==> src/rtl/esm_pkg.sv <==
// Shared definitions for the ESM front end.
// Holds the supported opcodes, the bubble word and the control decoder.
package esm_pkg;

    localparam logic [6:0] OP_R     = 7'b0110011;
    localparam logic [6:0] OP_I     = 7'b0010011;
    localparam logic [6:0] OP_LOAD  = 7'b0000011;
    localparam logic [6:0] OP_STORE = 7'b0100011;
    localparam logic [6:0] OP_CST   = 7'b1010011;

    // All-zero word is the bubble the ESM treats as "no instruction"
    localparam logic [31:0] NOP = 32'h0000_0000;

    // Returns {legal, RegWrite, ALUSrc} for a 7-bit opcode
    function automatic logic [2:0] decode_ctrl(input logic [6:0] opcode);
        case (opcode)
            OP_R:     return 3'b110;
            OP_I:     return 3'b111;
            OP_LOAD:  return 3'b111;
            OP_STORE: return 3'b101;
            OP_CST:   return 3'b100;
            default:  return 3'b000;
        endcase
    endfunction

endpackage

==> src/rtl/instr_fifo.sv <==
// Generic DEPTH x WIDTH synchronous FIFO with occupancy count.
// The caller guarantees push only when not full and pop only when not empty.
// Head word is read combinationally so the issue stage can register it directly.
module instr_fifo #(
    parameter  int DEPTH = 4,
    parameter  int WIDTH = 32,
    localparam int AW    = $clog2(DEPTH),
    localparam int CW    = AW + 1
) (
    input  logic             clk,
    input  logic             rst,
    input  logic             push,
    input  logic             pop,
    input  logic [WIDTH-1:0] wdata,
    output logic [WIDTH-1:0] rdata,
    output logic [CW-1:0]    count
);

    logic [WIDTH-1:0] mem_reg [DEPTH];
    logic [AW-1:0]    wr_ptr_reg;
    logic [AW-1:0]    rd_ptr_reg;
    logic [CW-1:0]    count_reg;
    logic [DEPTH-1:0] wr_en;

    // One write strobe per entry, selected by the write pointer
    genvar gi;
    generate
        for (gi = 0; gi < DEPTH; gi++) begin : g_wr_en
            assign wr_en[gi] = push && (wr_ptr_reg == AW'(gi));
        end
    endgenerate

    // Storage array: no reset, contents are don't-care until written
    always_ff @(posedge clk) begin
        for (int i = 0; i < DEPTH; i++) begin
            if (wr_en[i]) begin
                mem_reg[i] <= wdata;
            end
        end
    end

    // Pointers wrap naturally; count disambiguates full from empty
    always_ff @(posedge clk) begin
        if (!rst) begin
            wr_ptr_reg <= '0;
            rd_ptr_reg <= '0;
            count_reg  <= '0;
        end else begin
            if (push) begin
                wr_ptr_reg <= wr_ptr_reg + 1'b1;
            end
            if (pop) begin
                rd_ptr_reg <= rd_ptr_reg + 1'b1;
            end
            case ({push, pop})
                2'b10:   count_reg <= count_reg + 1'b1;
                2'b01:   count_reg <= count_reg - 1'b1;
                default: count_reg <= count_reg;
            endcase
        end
    end

    assign rdata = mem_reg[rd_ptr_reg];
    assign count = count_reg;

endmodule

==> src/rtl/instr_issue_queue.sv <==
// Issue stage ahead of the ESM scheduler: buffers fetched words, decodes
// RegWrite/ALUSrc and presents one instruction or bubble per cycle.
// Illegal opcodes are issued as bubbles and counted (saturating).
module instr_issue_queue
    import esm_pkg::*;
#(
    parameter  int DEPTH = 4,
    parameter  int XLEN  = 32,
    parameter  int ERRW  = 8,
    localparam int CW    = $clog2(DEPTH) + 1
) (
    input  logic            clk,
    input  logic            rst,
    input  logic            in_valid,
    output logic            in_ready,
    input  logic [XLEN-1:0] in_instr,
    input  logic            stall,
    output logic [XLEN-1:0] Instr_in,
    output logic            ALUSrc,
    output logic            RegWrite,
    output logic [CW-1:0]   count,
    output logic [ERRW-1:0] illegal_cnt
);

    logic [XLEN-1:0] head;
    logic [CW-1:0]   fifo_count;
    logic            fifo_push;
    logic            fifo_pop;
    logic [2:0]      head_ctrl;

    logic [XLEN-1:0] instr_reg;
    logic            alu_src_reg;
    logic            reg_write_reg;
    logic [ERRW-1:0] illegal_cnt_reg;

    // Ready depends only on registered occupancy, never on a same-cycle pop
    assign in_ready  = (fifo_count != CW'(DEPTH));
    // Zero words are accepted from fetch but silently dropped
    assign fifo_push = in_valid && in_ready && (in_instr != XLEN'(NOP));
    assign fifo_pop  = !stall && (fifo_count != '0);
    assign head_ctrl = decode_ctrl(head[6:0]);

    instr_fifo #(
        .DEPTH (DEPTH),
        .WIDTH (XLEN)
    ) u_fifo (
        .clk   (clk),
        .rst   (rst),
        .push  (fifo_push),
        .pop   (fifo_pop),
        .wdata (in_instr),
        .rdata (head),
        .count (fifo_count)
    );

    // Output registers: hold on stall, else load decoded head or a bubble
    always_ff @(posedge clk) begin
        if (!rst) begin
            instr_reg       <= XLEN'(NOP);
            alu_src_reg     <= 1'b0;
            reg_write_reg   <= 1'b0;
            illegal_cnt_reg <= '0;
        end else if (!stall) begin
            if (fifo_pop && head_ctrl[2]) begin
                instr_reg     <= head;
                reg_write_reg <= head_ctrl[1];
                alu_src_reg   <= head_ctrl[0];
            end else begin
                instr_reg     <= XLEN'(NOP);
                reg_write_reg <= 1'b0;
                alu_src_reg   <= 1'b0;
            end
            if (fifo_pop && !head_ctrl[2] && (illegal_cnt_reg != '1)) begin
                illegal_cnt_reg <= illegal_cnt_reg + 1'b1;
            end
        end
    end

    assign Instr_in    = instr_reg;
    assign ALUSrc      = alu_src_reg;
    assign RegWrite    = reg_write_reg;
    assign count       = fifo_count;
    assign illegal_cnt = illegal_cnt_reg;

endmodule

==> config.mk <==
export PLATFORM = sky130hd
export DESIGN_NAME = instr_issue_queue
export DESIGN_NICKNAME = d
export VERILOG_FILES = /design/src/rtl/esm_pkg.sv /design/src/rtl/instr_fifo.sv /design/src/rtl/instr_issue_queue.sv
export SDC_FILE = /design/constraint.sdc
export NUM_CORES = 1
export LEC_CHECK = 0
export ABC_AREA = 1
export CELL_PAD_IN_SITES_DETAIL_PLACEMENT = 1
export CELL_PAD_IN_SITES_GLOBAL_PLACEMENT = 2
export CORE_MARGIN = 2
export CORE_UTILIZATION = 40
export CTS_CLUSTER_DIAMETER = 100
export CTS_CLUSTER_SIZE = 40
export DETAILED_ROUTE_END_ITERATION = 10
export PLACE_DENSITY_LB_ADDON = 0.1
export REMOVE_ABC_BUFFERS = 1
export SLEW_MARGIN = 5
export SYNTH_ARGS = -nofsm -noshare
export SYNTH_HDL_FRONTEND = slang
export SYNTH_SLANG_ARGS = --single-unit
export TNS_END_PERCENT = 100
==> constraint.sdc <==
create_clock -name clk -period 5.6 [get_ports clk]
set_clock_uncertainty 0.05 [all_clocks]
set_input_delay 1.4 -clock clk [delete_from_list [all_inputs] [get_ports clk]]
set_output_delay 1.4 -clock clk [all_outputs]
set_load 0.01 [all_outputs]
==> results of run 1 <==
## final cells by class
type,instances,area share
well taps,225,0.0325
repair buffers,93,0.105
multi-input cells,384,0.222
flip-flops and latches,179,0.562
inverters,31,0.0137
clock buffers,21,0.0556
clock inverters,11,0.00838
## power by group
group	switching [mW]	internal (mW)
clock	0.498	0.618
sequential	0.0411	1.54
combinational	0.547	0.218
## cells in the final DEF, fill, tap and decap left out, types with 2 or more instances in the layout
master                            Yosys  final
sky130_fd_sc_hd__clkbuf_8             0      2
sky130_fd_sc_hd__nand4_1             36     36
sky130_fd_sc_hd__clkinv_4             0      2
sky130_fd_sc_hd__buf_4                2     11
sky130_fd_sc_hd__nor2_2               0      4
sky130_fd_sc_hd__nor2_1              83     79
sky130_fd_sc_hd__inv_1               29     29
sky130_fd_sc_hd__o22ai_1             25     25
sky130_fd_sc_hd__a21oi_1             48     48
sky130_fd_sc_hd__inv_4                1      2
sky130_fd_sc_hd__clkdlybuf4s50_1      0     81
sky130_fd_sc_hd__nand2_4              2      2
sky130_fd_sc_hd__clkinv_2             0      4
sky130_fd_sc_hd__inv_6                0      2
sky130_fd_sc_hd__dfxtp_1             51     50
sky130_fd_sc_hd__clkbuf_16            0     18
sky130_fd_sc_hd__nand2_2              6      6
sky130_fd_sc_hd__xor2_1               4      4
sky130_fd_sc_hd__o21ai_0             56     56
sky130_fd_sc_hd__nand2_1             88     88
sky130_fd_sc_hd__ha_1                 6      6
sky130_fd_sc_hd__edfxtp_1           128    128
sky130_fd_sc_hd__nand3_1             23     23
## kinds of logic (layout without fill, tap and decap cells)
family	count (synthesis)	count (layout)
compound gates	133	133
xor+xnor	5	5
fa+ha+maj	7	7
buf+inv	70	156
flops	179	179
simple gates	239	239
## path summary, 6_finish.rpt
path | to | slack (ns)
worst min-delay path | Instr_in[2] | 0.39
worst min register to register | Instr_in[2] | 0.39
worst max register to register | illegal_cnt[1] | 2.62
worst max-delay path | u_fifo.mem_reg[3][27] | 1.90
## metal layers
layer / routed length, um / share of wire / global-route usage / up-vias
li1: - / - / - / 2385
met1: 8310 / 0.46 / 0.264 / 2569
met2: 9200 / 0.51 / 0.355 / 87
met3: 505 / 0.028 / 0.0338 / 17
met4: 205 / 0.011 / 0.0619 / 0
met5: 0 / 0 / 0 / -
## tightest hold or removal path, stage by stage (launching register included)
cell,delay [ns]
sky130_fd_sc_hd__dfxtp_1,0.31
sky130_fd_sc_hd__nand2_1,0.06
sky130_fd_sc_hd__nor2_1,0.03
## per-stage QoR
step | std cells | util | cell area (um2)
6_report | 944 | 0.499 | 8660
5_1_grt | 944 | 0.499 | 8660
4_1_cts | 944 | 0.499 | 8660
3_5_place_dp | 912 | 0.467 | 8100
3_3_place_gp | 912 | 0.467 | 8100
2_1_floorplan | 594 | - | 6890
==> summary.md, run 1 <==
| Metric | Value |
|---|---|
| Run status | `complete, no violations` |
| Core box area | `between 0.015 and 0.02 mm2` |
| Number of rows in the core area | `48` |
| Mapped Area | `~0.0071 mm2` |
| DRC viols | `0` |
| Highest Clock Rate | `between 200 and 300 MHz` |
| DIE WIDTH | `approximately 140 um` |
| Worst ir drop on vdd | `approximately 220 uV` |
| Maximum single-stage delay on the critical path | `around 0.66 ns` |
| Worst hold path type | `flop to flop` |
| Setup repair after global routing missed its margin | `false` |
| Portion of the post-synthesis area used by sequential elements | `0.685` |
| TritonCTS clock tree | `built` |
| Fraction of final layout cells sized beyond drive strength 1 | `0.0834` |
| Startpoint type of the worst setup path | `primary input` |
| Parity-gate share of the synthesized area counting xor and xnor cells | `0.00617` |
| Number of synthesized flops with an enable pin | `about 130` |
| Area share of the largest cell type after synthesis | `0.541` |
| Hold depth | `2` |
| Worst setup timing slack at the placement stage | `roughly 1.5 ns` |
| CP startpoint | `in_instr[19]` |
| Compound-cell area share of the yosys netlist | `0.100` |
| Library cell with the highest instance count after synthesis | `sky130_fd_sc_hd__edfxtp_1` |
| Relative slew margins | `0.360` |
| Max Cap Violations | `0` |
| Worst path required time | `5.67 ns` |
| WP data arrival | `approximately 3.8 ns` |
| Area delta synth->final | `21.9%` |
| Largest fanout of any net on the critical path | `21` |
| Count of buffers inserted at the top-level ports | `between 80 and 90` |
| Avg Inst Size Synth | `around 11 um2` |
| Cell at the root of the clock tree | `sky130_fd_sc_hd__clkbuf_16` |
| N_diodes | `0` |
| Leading area contributor after synthesis | `sky130_fd_sc_hd__edfxtp_1` |
| Synth Register Bits | `179` |
| GRT Resource Usage Total | `0.205` |
| Category of the critical setup timing path | `primary input to flop` |
| Aggregate routed wire length | `18,200 um` |
| Setup tns final | `0 ns` |
| Die Span Y | `137 um` |
| Number of buffers and inverters on the critical path | `3` |
| Final count of pins violating max slew | `0` |
| Critical-path top delay cell | `sky130_fd_sc_hd__nor2_2` |
| Number of logic stages on the critical path including buffering | `8` |
| Number of flip-flops under the largest register name | `approximately 130` |
| Synthesized-area fraction occupied by and/or/nand/nor cells | `0.148` |
| Clk buf depth | `2` |
| Count of unique library cells instantiated by Yosys | `29` |
| Floorplan die area | `~0.019 mm2` |
| Clock-pin slew on the worst setup and hold paths | `0.06 ns` |
| Total number of vias | `roughly 5.1k` |
| Combinational family with the most area after synthesis | `simple AND/OR/NAND/NOR gates` |
| Number of I/O pins | `82` |
| Ratio of final minimum period to clock period | `0.661` |
| Avg WL per Cell | `19.3 um` |
| Transition at the pin with the smallest max-transition slack | `around 0.96 ns` |
| Hold path start | `Instr_in[2]` |
| DRT antenna net count | `0` |
| Initial core utilization | `0.409` |
| Post-synthesis share of cell area spent on full adders, half adders and majority gates | `0.0134` |
| Clock Latency Late Sink | `0.43 ns` |
| Total area of multi-input combinational cells | `~0.0019 mm2` |
| Yosys warns | `0` |
| Fill count | `between 1.5k and 2k` |
| Post-CTS Hold Buffers | `0` |
| CTS resizes | `0` |
| Total design power | `~3.5 mW` |
| Path depth of the worst reg2reg path | `10` |
| TritonCTS Sinks | `179` |
| Multiplexer fraction of the synthesized cell area | `0` |
| Initial antenna violation count | `0` |
| Worst path setup slack after routing | `roughly 1.9 ns` |
| Number of buffers added by the clock tree synthesis step | `17` |
| P_leak | `between 2 and 3 nW` |
| Drt first-iter violations | `340` |
| Area contributors post-synth | `sky130_fd_sc_hd__edfxtp_1 54%, sky130_fd_sc_hd__dfxtp_1 14%, sky130_fd_sc_hd__nand2_1 4.7%, sky130_fd_sc_hd__nor2_1 4.4%, sky130_fd_sc_hd__o21ai_0 3.9%` |
| Via count of the first global-routing pass | `between 5k and 6k` |
| Cell types with the highest counts after synthesis | `128 x sky130_fd_sc_hd__edfxtp_1, 88 x sky130_fd_sc_hd__nand2_1, 83 x sky130_fd_sc_hd__nor2_1, 56 x sky130_fd_sc_hd__o21ai_0, 51 x sky130_fd_sc_hd__dfxtp_1` |
| Register Area | `0.00487 mm2` |
| Top FF cell, synth | `sky130_fd_sc_hd__edfxtp_1` |
| Total setup buffers inserted after CTS | `0` |
| HPWL Detailed | `around 11,000 um` |
| Setup-violating endpoint count in the final report | `0` |
| Worst path top cell family by delay | `buffers and inverters` |
| Largest net degree at the start of global routing | `66` |
| Most used cell along the critical path | `sky130_fd_sc_hd__nor2_1` |
| Detailed Routing Iterations Pass 1 | `4` |
| Cell count after synthesis | `between 600 and 700` |
| Fin Hold WS | `slightly below 0.4 ns` |
| Number of nets in the finished design | `around 750` |
| Weighted congestion at the end of routability-driven global placement | `0.708` |
| Final Hold Violating Endpoints | `0` |
| Proportion of register bits with asynchronous set or reset after synthesis | `0` |
| Final Critical Period | `~3.7 ns` |
| Power Dens Cells | `approximately 400 mW/mm2` |
| Critical path endpoint category | `flop` |
| Global-route wire length before repair | `slightly below 30,000 um` |
| Remaining Overflow, GRT | `0` |
| Crit-path cells | `clkdlybuf4s50_1 > nor2_1 > nand4_1 > nor2_1 > a21oi_1 > inv_1 > nor2_2 > buf_12` |
| Level count of the clock H-tree | `4` |
| Number of vias per cell after detailed routing | `5.36` |
No activity file was read; power rests on OpenSTA's default activity.
==> inputs of run 2 (changes only) <==
--- a/config.mk
+++ b/config.mk
@@ -9,7 +9,7 @@
 export CELL_PAD_IN_SITES_DETAIL_PLACEMENT = 1
 export CELL_PAD_IN_SITES_GLOBAL_PLACEMENT = 2
 export CORE_MARGIN = 2
-export CORE_UTILIZATION = 40
+export CORE_UTILIZATION = 37
 export CTS_CLUSTER_DIAMETER = 100
 export CTS_CLUSTER_SIZE = 40
 export DETAILED_ROUTE_END_ITERATION = 10
==> constraint.sdc (replaced) <==
create_clock -name clk -period 3.85 [get_ports clk]
set_clock_uncertainty 0.05 [all_clocks]
set_input_delay 0.9625 -clock clk [delete_from_list [all_inputs] [get_ports clk]]
set_output_delay 0.9625 -clock clk [all_outputs]
set_load 0.01 [all_outputs]
==> summary.md, run 2 (synthesis gave the netlist of run 1 again) <==
| Metric | Value |
|---|---|
| Run status | `complete, no violations (unchanged)` |
| Highest Clock Rate | `around 310 MHz` |
| Clock Latency Late Sink | `0.43 ns (about the same)` |
| Startpoint type of the worst setup path | `primary input (unchanged)` |
| TritonCTS Sinks | `179 (unchanged)` |
| Setup tns final | `0 ns (unchanged)` |
| Initial core utilization | `0.378 (was 0.409)` |
| Relative slew margins | `0.571 (was 0.360)` |
| CTS resizes | `0 (unchanged)` |
| Avg WL per Cell | `19.8 um (was 19.3 um)` |
| Number of I/O pins | `82 (unchanged)` |
| Number of buffers added by the clock tree synthesis step | `17 (unchanged)` |
| TritonCTS clock tree | `built (unchanged)` |
| Floorplan die area | `0.0203 mm2 (was 0.0188 mm2)` |
| Worst setup timing slack at the placement stage | `0.240 ns (was 1.47 ns)` |
| Total number of vias | `5,019 (was 5,058)` |
| Count of buffers inserted at the top-level ports | `81 (unchanged)` |
| Setup-violating endpoint count in the final report | `0 (unchanged)` |
| Worst path top cell family by delay | `buffers and inverters (unchanged)` |
| Number of flip-flops under the largest register name | `128 (unchanged)` |
| Die Span Y | `143 um (was 137 um)` |
| P_leak | `3.00 nW (was 2.96 nW)` |
| Power Dens Cells | `597 mW/mm2 (was 400 mW/mm2)` |
| Cell at the root of the clock tree | `sky130_fd_sc_hd__clkbuf_16 (unchanged)` |
| Worst path required time | `4.11 ns (was 5.67 ns)` |
| Detailed Routing Iterations Pass 1 | `4 (unchanged)` |
| HPWL Detailed | `11,900 um (was 10,900 um)` |
| Level count of the clock H-tree | `4 (unchanged)` |
| N_diodes | `0 (unchanged)` |
| Area of placed instances | `0.00816 mm2 (was 0.00810 mm2)` |
| GRT Resource Usage Total | `0.198 (was 0.205)` |
| Worst path setup slack after routing | `0.642 ns (was 1.90 ns)` |
| Weighted congestion at the end of routability-driven global placement | `0.735 (was 0.708)` |
| Most common cell after layout, fill and taps aside | `sky130_fd_sc_hd__edfxtp_1 (unchanged)` |
| Via count of the first global-routing pass | `5,379 (was 5,286)` |
| DRT antenna net count | `0 (unchanged)` |
| Setup repair after global routing missed its margin | `false (unchanged)` |
| Total setup buffers inserted after CTS | `0 (unchanged)` |
| Global-route wire length before repair | `29,800 um (was 28,800 um)` |
| Ratio of final minimum period to clock period | `0.833` |
| Core box area | `0.0188 mm2 (was 0.0174 mm2)` |
| Area delta synth->final | `23.2% (was 21.9%)` |
| Critical path endpoint category | `flop (unchanged)` |
| Category of the critical setup timing path | `primary input to flop (unchanged)` |
| Number of nets in the finished design | `756 (was 749)` |
| Final Critical Period | `approximately 3.2 ns` |
| Final count of pins violating max slew | `0 (unchanged)` |
| DIE WIDTH | `143 um (was 137 um)` |
| Clk buf depth | `2 (unchanged)` |
| Fraction of final layout cells sized beyond drive strength 1 | `0.0868 (was 0.0834)` |
| Largest net degree at the start of global routing | `44 (was 66)` |
| Maximum single-stage delay on the critical path | `0.50 ns (was 0.66 ns)` |
| Clock-pin slew on the worst setup and hold paths | `0.07 ns (was 0.06 ns)` |
| Number of vias per cell after detailed routing | `5.23 (was 5.36)` |
| Largest fanout of any net on the critical path | `5 (was 21)` |
| Drt first-iter violations | `295 (was 340)` |
| Number of rows in the core area | `50 (was 48)` |
| Commonest non-fill, non-tap cells in the layout | `128 x sky130_fd_sc_hd__edfxtp_1, 88 x sky130_fd_sc_hd__nand2_1, 81 x sky130_fd_sc_hd__clkdlybuf4s50_1 (unchanged)` |
| Number of buffers and inverters on the critical path | `3 (unchanged)` |
| Worst ir drop on vdd | `278 uV (was 224 uV)` |
| Fin Hold WS | `0.392 ns (was 0.390 ns)` |
| Critical-path top delay cell | `sky130_fd_sc_hd__clkdlybuf4s50_1 (was sky130_fd_sc_hd__nor2_2)` |
| Final Hold Violating Endpoints | `0 (unchanged)` |
| Most used cell along the critical path | `sky130_fd_sc_hd__a21oi_1 (was sky130_fd_sc_hd__nor2_1)` |
| Finished layout cell area | `0.00875 mm2 (was 0.00866 mm2)` |
| Transition at the pin with the smallest max-transition slack | `0.643 ns (was 0.958 ns)` |
| Worst hold path type | `flop to flop (unchanged)` |
| Remaining Overflow, GRT | `0 (unchanged)` |
| Initial antenna violation count | `0 (unchanged)` |
| Aggregate routed wire length | `19,000 um (was 18,200 um)` |
| Crit-path cells | `clkdlybuf4s50_1 > nor2_1 > nand4_1 > nor2_1 > a21oi_1 > inv_1 > ha_1 > inv_1 > fa_1 > a21oi_1 > o21ai_0 > o21ai_0 > a21oi_1 (was clkdlybuf4s50_1 > nor2_1 > nand4_1 > nor2_1 > a21oi_1 > inv_1 > nor2_2 > buf_12)` |
| DRC viols | `0 (unchanged)` |
| Max Cap Violations | `0 (unchanged)` |
| WP data arrival | `3.47 ns (was 3.77 ns)` |
| Post-CTS Hold Buffers | `0 (unchanged)` |
-- run 2: cell types whose count changed in the layout (fill, tap and decap cells not counted), sizes merged --
cell / before / now
clkinvlp: 1 / 2
inv: 34 / 31
bufinv: 0 / 3
clkbuf: 21 / 24
buf: 12 / 19
clkinv: 7 / 3
-- run 2: metal layers --
layer,vias up,global-route usage,wire length [um]
met5,-,0,0
met4,0,0.0646,258
met3,20,0.0387,541
met2,78,0.353,9850
met1,2527,0.241,8370
li1,2394,-,-
-- run 2: final timing paths --
path	from	endpoint	slack, ns	cells past startpoint
setup / recovery	in_instr[28]	u_fifo.count[2]	0.64	13
hold / removal	Instr_in[2]	Instr_in[2]	0.39	2
setup reg to reg	u_fifo.count[0]	u_fifo.count[2]	1.51	12
hold reg to reg	Instr_in[2]	Instr_in[2]	0.39	2
-- run 2: worst reg2reg max path, cell delays in order (launching register included) --
cell	delay [ns]
sky130_fd_sc_hd__dfxtp_1	0.33
sky130_fd_sc_hd__inv_1	0.17
sky130_fd_sc_hd__nand3_1	0.13
sky130_fd_sc_hd__nand2_1	0.12
sky130_fd_sc_hd__a21oi_1	0.10
sky130_fd_sc_hd__inv_1	0.22
sky130_fd_sc_hd__ha_1	0.19
sky130_fd_sc_hd__inv_1	0.07
sky130_fd_sc_hd__fa_1	0.38
sky130_fd_sc_hd__a21oi_1	0.15
sky130_fd_sc_hd__o21ai_0	0.11
sky130_fd_sc_hd__o21ai_0	0.16
sky130_fd_sc_hd__a21oi_1	0.06
-- run 2: area by class of cell --
cell class	instances	area, um2
Inverter	31	119
Sequential cell	179	4870
Clock buffer	24	472
Fill cell	2016	10000
Timing Repair Buffer	100	953
Multi-Input combinational cell	384	1920
Clock inverter	8	126
Tap cell	234	293
-- run 2: power breakdown --
group | switching (mW) | total [mW] | internal [mW] | leakage (nW)
registers | 0.0651 | 2.30 | 2.24 | 1.59
logic | 0.808 | 1.15 | 0.340 | 1.13
clock network | 0.716 | 1.77 | 1.06 | 0.282
-- run 2: through the flow --
step / util / std cells / power (mW)
after detailed placement: 0.435 / 928 / 3.49
after global placement: 0.435 / 928 / 3.46
final: 0.466 / 960 / 5.22
after floorplan: - / 594 / 2.97
after global routing: 0.466 / 960 / 5.47
after CTS: 0.466 / 960 / 5.27
==> inputs of run 3 (changes only) <==
==> constraint.sdc (replaced) <==
create_clock -name clk -period 3.3 [get_ports clk]
set_clock_uncertainty 0.05 [all_clocks]
set_input_delay 0.825 -clock clk [delete_from_list [all_inputs] [get_ports clk]]
set_output_delay 0.825 -clock clk [all_outputs]
set_load 0.01 [all_outputs]
==> summary.md, run 3 (synthesis gave the netlist of run 1 again) <==
| Metric | Value |
|---|---|
| Clk buf depth | `2 (unchanged)` |
| HPWL Detailed | `11,600 um (was 11,900 um)` |
| CTS resizes | `0 (unchanged)` |
| Final Hold Violating Endpoints | `0 (unchanged)` |
| TritonCTS clock tree | `built (unchanged)` |
| Clock Latency Late Sink | `0.43 ns (about the same)` |
| Clock-pin slew on the worst setup and hold paths | `0.06 ns (was 0.07 ns)` |
| Number of I/O pins | `82 (unchanged)` |
| Critical path endpoint category | `flop (unchanged)` |
| WP data arrival | `3.06 ns (was 3.47 ns)` |
| Cell at the root of the clock tree | `sky130_fd_sc_hd__clkbuf_16 (unchanged)` |
| Via count of the first global-routing pass | `5,303 (was 5,379)` |
| Global-route wire length before repair | `28,900 um (was 29,800 um)` |
| Highest Clock Rate | `358 MHz` |
| Number of rows in the core area | `50 (unchanged)` |
| Level count of the clock H-tree | `4 (unchanged)` |
| Number of vias per cell after detailed routing | `5.21 (was 5.23)` |
| Worst path setup slack after routing | `0.507 ns (was 0.642 ns)` |
| Setup repair after global routing missed its margin | `false (unchanged)` |
| Worst ir drop on vdd | `362 uV (was 278 uV)` |
| DIE WIDTH | `143 um (unchanged)` |
| Aggregate routed wire length | `18,500 um (was 19,000 um)` |
| DRT antenna net count | `0 (unchanged)` |
| Initial antenna violation count | `0 (unchanged)` |
| Die Span Y | `143 um (unchanged)` |
| Number of nets in the finished design | `762 (was 756)` |
| Worst setup timing slack at the placement stage | `0.0208 ns (was 0.240 ns)` |
| Core box area | `0.0188 mm2 (unchanged)` |
| Final Critical Period | `about 2.8 ns` |
| Detailed Routing Iterations Pass 1 | `6 (was 4)` |
| DRC viols | `0 (unchanged)` |
| TritonCTS Sinks | `179 (unchanged)` |
| Largest net degree at the start of global routing | `64 (was 44)` |
| Fraction of final layout cells sized beyond drive strength 1 | `0.0984 (was 0.0868)` |
| Run status | `complete, no violations (unchanged)` |
| Post-CTS Hold Buffers | `0 (unchanged)` |
| Weighted congestion at the end of routability-driven global placement | `0.719 (was 0.735)` |
| Count of buffers inserted at the top-level ports | `81 (unchanged)` |
| Startpoint type of the worst setup path | `primary input (unchanged)` |
| Commonest non-fill, non-tap cells in the layout | `128 x sky130_fd_sc_hd__edfxtp_1, 88 x sky130_fd_sc_hd__nand2_1, 81 x sky130_fd_sc_hd__clkdlybuf4s50_1 (unchanged)` |
| Final count of pins violating max slew | `0 (unchanged)` |
| Drt first-iter violations | `331 (was 295)` |
| Setup tns final | `0 ns (unchanged)` |
| Floorplan die area | `0.0203 mm2 (unchanged)` |
| GRT Resource Usage Total | `0.190 (was 0.198)` |
| Worst path required time | `3.56 ns (was 4.11 ns)` |
| Total number of vias | `5,035 (was 5,019)` |
| Avg WL per Cell | `19.1 um (was 19.8 um)` |
| P_leak | `3.06 nW (was 3.00 nW)` |
| Initial core utilization | `0.378 (unchanged)` |
| Transition at the pin with the smallest max-transition slack | `0.507 ns (was 0.643 ns)` |
| Category of the critical setup timing path | `primary input to flop (unchanged)` |
| Worst hold path type | `flop to flop (unchanged)` |
| Max Cap Violations | `0 (unchanged)` |
| Area delta synth->final | `25.0% (was 23.2%)` |
| Number of flip-flops under the largest register name | `128 (unchanged)` |
| Power Dens Cells | `689 mW/mm2 (was 597 mW/mm2)` |
| Setup-violating endpoint count in the final report | `0 (unchanged)` |
| N_diodes | `0 (unchanged)` |
| Ratio of final minimum period to clock period | `0.846` |
| Relative slew margins | `0.662 (was 0.571)` |
| Remaining Overflow, GRT | `0 (unchanged)` |
| Fin Hold WS | `0.400 ns (was 0.392 ns)` |
| Total design power | `6.12 mW (was 5.22 mW)` |
| Largest fanout of any net on the critical path | `5 (unchanged)` |
| Total setup buffers inserted after CTS | `0 (unchanged)` |
| Most common cell after layout, fill and taps aside | `sky130_fd_sc_hd__edfxtp_1 (unchanged)` |
| Number of buffers added by the clock tree synthesis step | `17 (unchanged)` |
## run 3: cell count changes in the layout (fill, tap and decap cells not counted), sizes merged
cell	previous run	this run
clkbuf	24	25
bufinv	3	2
buf	19	25
## run 3: worst paths after layout
path               startpoint              end  slack [ns]  cells after the start
setup reg to reg         flop   illegal_cnt[3]        1.02                      9
hold / removal    Instr_in[2]      Instr_in[2]        0.40                      2
setup / recovery  in_instr[0]  u_fifo.count[2]        0.51                     13
hold reg to reg   Instr_in[2]      Instr_in[2]        0.40                      2
## run 3: final cells by class
| class | instances | area [um2] |
|---|---|---|
| Fill cell | 2006 | 9890 |
| Sequential cell | 179 | 4870 |
| Multi-Input combinational cell | 384 | 1920 |
| Timing Repair Buffer | 106 | 1060 |
| Clock buffer | 25 | 527 |
| Tap cell | 234 | 293 |
| Inverter | 31 | 119 |
| Clock inverter | 7 | 92.6 |
## run 3: through the flow
stage                      util  instances  cell area [um2]
after floorplan               -        594             6890
after global placement    0.440        934             8260
after detailed placement  0.440        934             8260
after CTS                 0.473        966             8880
after global routing      0.473        966             8880
final                     0.473        966             8880
## run 3: report_power, final
part | internal (mW) | switching [mW] | total, mW
Combinational | 0.426 | 0.919 | 1.34
Clock | 1.26 | 0.827 | 2.09
Sequential | 2.61 | 0.0801 | 2.69
Total | 4.30 | 1.83 | 6.12
## run 3: critical path, cell delays in order
cell,delay [ns]
sky130_fd_sc_hd__clkdlybuf4s50_1,0.48
sky130_fd_sc_hd__nor2_1,0.21
sky130_fd_sc_hd__nand4_1,0.18
sky130_fd_sc_hd__nor2_1,0.13
sky130_fd_sc_hd__a21oi_1,0.09
sky130_fd_sc_hd__inv_1,0.10
sky130_fd_sc_hd__ha_1,0.15
sky130_fd_sc_hd__inv_1,0.06
sky130_fd_sc_hd__fa_1,0.37
sky130_fd_sc_hd__a21oi_1,0.14
sky130_fd_sc_hd__o21ai_0,0.11
sky130_fd_sc_hd__o21ai_0,0.16
sky130_fd_sc_hd__a21oi_1,0.05
## run 3: per-layer routing
metal  share of wire  GRT usage
met5               0          0
met4           0.013     0.0599
met2            0.50      0.331
met1            0.45      0.239
met3           0.038     0.0363
